[config.mk]
export PLATFORM = sky130hd
export DESIGN_NAME = four_way_distributor
export DESIGN_NICKNAME = d
export VERILOG_FILES = /design/src/rtl/four_way_distributor.sv
export SDC_FILE = /design/constraint.sdc
export NUM_CORES = 1
export LEC_CHECK = 0
export ABC_AREA = 1
export BUFFER_PORTS_ARGS = -buffer_cell sky130_fd_sc_hd__buf_2
export CAP_MARGIN = 40
export CORE_UTILIZATION = 39
export DETAILED_ROUTE_END_ITERATION = 7
export SYNTH_ARGS = -nofsm -noshare
export SYNTH_HDL_FRONTEND = slang
export SYNTH_SLANG_ARGS = --single-unit
export TNS_END_PERCENT = 100
[constraint.sdc]
create_clock -name clk -period 2.1 [get_ports clk]
set_clock_uncertainty 0.1 [all_clocks]
set_input_delay 0.42 -clock clk [delete_from_list [all_inputs] [get_ports clk]]
set_output_delay 0.42 -clock clk [all_outputs]
set_load 0.005 [all_outputs]
[src/rtl/four_way_distributor.sv]
// 1-to-4 distributor: one input stream routed by {s1,s0} or a round-robin
// pointer into four single-entry valid/ready output buffers.
module four_way_distributor #(
  parameter int WIDTH = 8,
  parameter int CNT_W = 16
) (
  input  logic             clk,
  input  logic             rst_n,
  input  logic [WIDTH-1:0] in,
  input  logic             in_valid,
  output logic             in_ready,
  input  logic             s0,
  input  logic             s1,
  input  logic             mode,
  output logic [WIDTH-1:0] o0,
  output logic [WIDTH-1:0] o1,
  output logic [WIDTH-1:0] o2,
  output logic [WIDTH-1:0] o3,
  output logic             o0_valid,
  output logic             o1_valid,
  output logic             o2_valid,
  output logic             o3_valid,
  input  logic             o0_ready,
  input  logic             o1_ready,
  input  logic             o2_ready,
  input  logic             o3_ready,
  output logic [1:0]       rr_ptr,
  output logic [CNT_W-1:0] count
);

  logic [3:0][WIDTH-1:0] data_q, data_d;
  logic [3:0]            valid_q, valid_d;
  logic [3:0]            ready;
  logic [1:0]            tgt;
  logic [1:0]            rr_ptr_q, rr_ptr_d;
  logic [CNT_W-1:0]      count_q, count_d;
  logic                  accept;

  assign ready = {o3_ready, o2_ready, o1_ready, o0_ready};

  // rst_n gates in_ready so nothing is offered as accepted while held in reset
  always_comb begin
    tgt      = mode ? rr_ptr_q : {s1, s0};
    in_ready = rst_n && (!valid_q[tgt] || ready[tgt]);
    accept   = in_valid && in_ready;
  end

  // A load on the target channel takes priority over its drain: no bubble
  always_comb begin
    data_d  = data_q;
    valid_d = valid_q;
    for (int unsigned k = 0; k < 4; k++) begin
      if (accept && tgt == 2'(k)) begin
        data_d[k]  = in;
        valid_d[k] = 1'b1;
      end else if (ready[k]) begin
        valid_d[k] = 1'b0;
      end
    end
    rr_ptr_d = (accept && mode) ? rr_ptr_q + 2'd1 : rr_ptr_q;
    count_d  = accept ? count_q + CNT_W'(1) : count_q;
  end

  always_ff @(posedge clk or negedge rst_n) begin
    if (!rst_n) begin
      data_q   <= '0;
      valid_q  <= '0;
      rr_ptr_q <= '0;
      count_q  <= '0;
    end else begin
      data_q   <= data_d;
      valid_q  <= valid_d;
      rr_ptr_q <= rr_ptr_d;
      count_q  <= count_d;
    end
  end

  assign o0       = data_q[0];
  assign o1       = data_q[1];
  assign o2       = data_q[2];
  assign o3       = data_q[3];
  assign o0_valid = valid_q[0];
  assign o1_valid = valid_q[1];
  assign o2_valid = valid_q[2];
  assign o3_valid = valid_q[3];
  assign rr_ptr   = rr_ptr_q;
  assign count    = count_q;

endmodule

==> flow_summary_export.csv <==
group,metric,value,unit
synthesis,syn_area_per_cell,8.085,sq um
place,dp_cells,480,
cells_and_area,area_delta_synth_final,24.98,%
critical_path,max_stage_delay,410,ps
drt,first_pass_iters,7,
die,dieWidth,84.59,microns
pwr,irDropWorstVdd,0.5449,mV
critical_path,r2r.worst_path.cells,11,
sta,slew_headroom,0.6273,
clocking,htree_levels,2,
die,core,6459,sq um
global_route,grtUsageMet1,0.3205,
die,rows,29,
sta,setup_ws,31.66,ps
clocking,cts_root_buffer,"clkbuf_8",
drt,drc,5,
sta,tns,0,ps
drt,dr_total_vias,2528,
clocking,cts_buffers,5,
drt,drt-vias-per-instance,5.149,
global_route,grt_max_degree,34,
synthesis,syn_inst,329,
global_route,met2_usage,0.3141,
min_path,hp-class,"primary input to asynchronous set/reset pin",
synthesis,synth-seq-cells,54,
drt,drt_iter0_markers,157,
clocking,clockBufferDepth,2,
critical_path,cp-start-kind,"flop",
place,hpwl,5.141,mm
critical_path,r2r_setup_slack,190,ps
pwr,powerDensity,1072,nW/um^2
critical_path,critPathArrivalTime,1550,ps
critical_path,path_cells,"nand2_2 > nand3_1 > nand2_1 > nand2_1 > nand2_1 > inv_1 > a21oi_4 > buf_2",
die,die_h,84.59,microns
drt,wire_per_inst,14.65,microns
cells_and_area,diodes,0,
sta,hold_viol,0,
cells_and_area,fin_cells,491,
clocking,cts_tree,"built",
sta,slew_violations,0,
synthesis,synth_edf_count,0,
sta,clock.fmax,483.5,MHz
global_route,overflow,0,
place,port_buffers,72,
drt,ant_nets,0,
clocking,cts.sinks,54,
synthesis,yosys.cell_types.count,20,
die,num_io_pins,73,
critical_path,crit_slowest_cell,"dfrtp_1",
global_route,grt_pass1_wl,12.15,mm
critical_path,crit_type,"flop to output pin",
clocking,clk_latency,310,ps
sta,grt_setup_unrepaired,"yes",
sta,setup_viol,0,
synthesis,ys_seq_area_frac,0.5080,
synthesis,async_flop_share,1.000,
cells_and_area,fin_nets,432,
global_route,grt_pass1_vias,2418,
sta,worst_pin_slew,554.0,ps
global_route,grt_usage,0.2138,
global_route,grt_util_met3,0.03736,
synthesis,ys.flop_type,"dfrtp_1",
pwr,leakagePower,1.865,nW
critical_path,r2r-start,"rr_ptr[0]$_DFFE_PN0P_",
cells_and_area,layout-drive-gt1-share,0.2609,
global_route,top_usage_layer,"met1",
critical_path,end_kind,"output pin",
drt,routed_wl,7.194,mm
place,place_ws,-2.601,ps
critical_path,r2r-end,"count[5]$_DFFE_PN0P_",
critical_path,crit_required,1580,ps
global_route,antenna_found_initial,0,
critical_path,path_max_fanout,5,
synthesis,yosys.area.top_type,"dfrtp_1",
cells_and_area,n_fill_cell,673,
synthesis,ys_warn_count,0,
critical_path,path_common_cell,"nand2_1",
flow_run,drv_cap,0,
place,place_congestion,0.8893,
synthesis,synth_common_cells,"136 x nand2_1, 54 x dfrtp_1, 36 x nand4_1",
die,start_util,0.4119,
synthesis,synth_area,2660,sq um
clocking,clk_pin_slew_worst_paths,110,ps
synthesis,synthTopCellsByArea,"dfrtp_1 51%, nand2_1 19%, nand4_1 8.5%",
sta,min_period,2068,ps
outcome,violations,"DRC",
synthesis,synth.most_common_cell,"nand2_1",
sta,fin_crit_sh,0.9849,
die,die_area,7155,sq um
synthesis,syn_nets,348,
outcome,status,"complete, but fails checks",
synthesis,yosys.area.top_type_share,0.5080,
-- layer usage --
metal  routed length, microns  vias up  part of all wire
li1                         -     1253                 -
met1                     3522     1192              0.49
met2                     3180       69              0.44
met3                      361       14             0.050
met4                      131        0             0.018
met5                        0        -                 0
-- critical path: cells and delay by family (launching register included) --
kind            cells  cell delay (ps)
compound gates      1              180
flops               1              410
buf+inv             2              210
simple gates        5              450
-- cell type report --
class                           instances  area, sq um  area share
Inverter                               18        67.56     0.02032
Sequential cell                        54         1351      0.4065
Tap cell                               77        96.34     0.02898
Multi-Input combinational cell        244         1197      0.3602
Clock buffer                            5        68.82     0.02070
Clock inverter                          3        47.55     0.01430
Timing Repair Buffer                   90        495.5      0.1490
-- sequential cells by signal (all words and copies together) (netlist names) --
signal   flops
o2           8
o0           8
o1           8
o3           8
count       16
valid_q      4
rr_ptr       2
-- logic make-up (layout without fill, tap and decap cells) --
group	after synthesis	after routing	synth area share
and+or+nand+nor	223	223	0.3791
DFF	54	54	0.5080
buffers and inverters	31	116	0.04657
xor gates and xnor gates	14	14	0.04610
AOI/OAI and AO/OA	6	6	0.01552
adders and majority gates	1	1	0.004703
-- cells in the final DEF (no fill, tap or decap) --
cell / netlist / routed
nand2_2: 2 / 4
dfrtp_1: 54 / 54
nor3_1: 3 / 3
bufinv_16: 0 / 1
nand3_1: 28 / 28
buf_2: 6 / 72
nand4_1: 36 / 36
xnor2_1: 7 / 7
clkbuf_8: 0 / 5
inv_1: 16 / 16
ha_1: 1 / 1
nand2_4: 0 / 1
clkinv_1: 2 / 2
buf_4: 0 / 18
nand2_1: 136 / 133
a21oi_4: 1 / 1
clkinv_4: 0 / 1
nor2_1: 13 / 13
inv_6: 0 / 1
nor4_1: 1 / 1
o21ai_0: 4 / 4
nand4_2: 4 / 4
o21ai_1: 1 / 1
xor2_1: 7 / 7
-- timing repair --
item	4_1_cts	5_1_grt
hold buffers	0	0
endpoints found under the setup margin	1	5
pin swaps	1	4
setup buffers	2	1
resized for setup	1	3
-- metrics by stage --
step	area [sq um]	hold WS, ps	utilization	total power, W
finish	3324	22.09	0.5147	0.003563
detailed placement	3173	364.5	0.4913	0.002827
global route	3324	35.74	0.5147	0.003844
CTS	3307	28.14	0.5120	0.003576
floorplan	2660	24.41	-	0.002206
global placement	3173	360.9	0.4913	0.002796
-- report_power, final --
group	switching [W]	internal (W)	leakage, nW
clock network	0.000362	0.000362	0.0587
logic	0.000643	0.000549	1.11
registers	0.000253	0.00139	0.698
total	0.00126	0.00230	1.86
-- how the worst max path moves through the flow --
stage                            to             startpoint  cells after the start
2_1_floorplan              in_ready                     s1                      7
3_3_place_gp               in_ready                   mode                      7
3_5_place_dp   count[5]$_DFFE_PN0P_                   mode                     13
4_1_cts                    in_ready  rr_ptr[1]$_DFFE_PN0P_                      8
5_1_grt                    in_ready  rr_ptr[0]$_DFFE_PN0P_                      8
6_report                   in_ready  rr_ptr[0]$_DFFE_PN0P_                      8
Power figures use the tool's default switching activity.
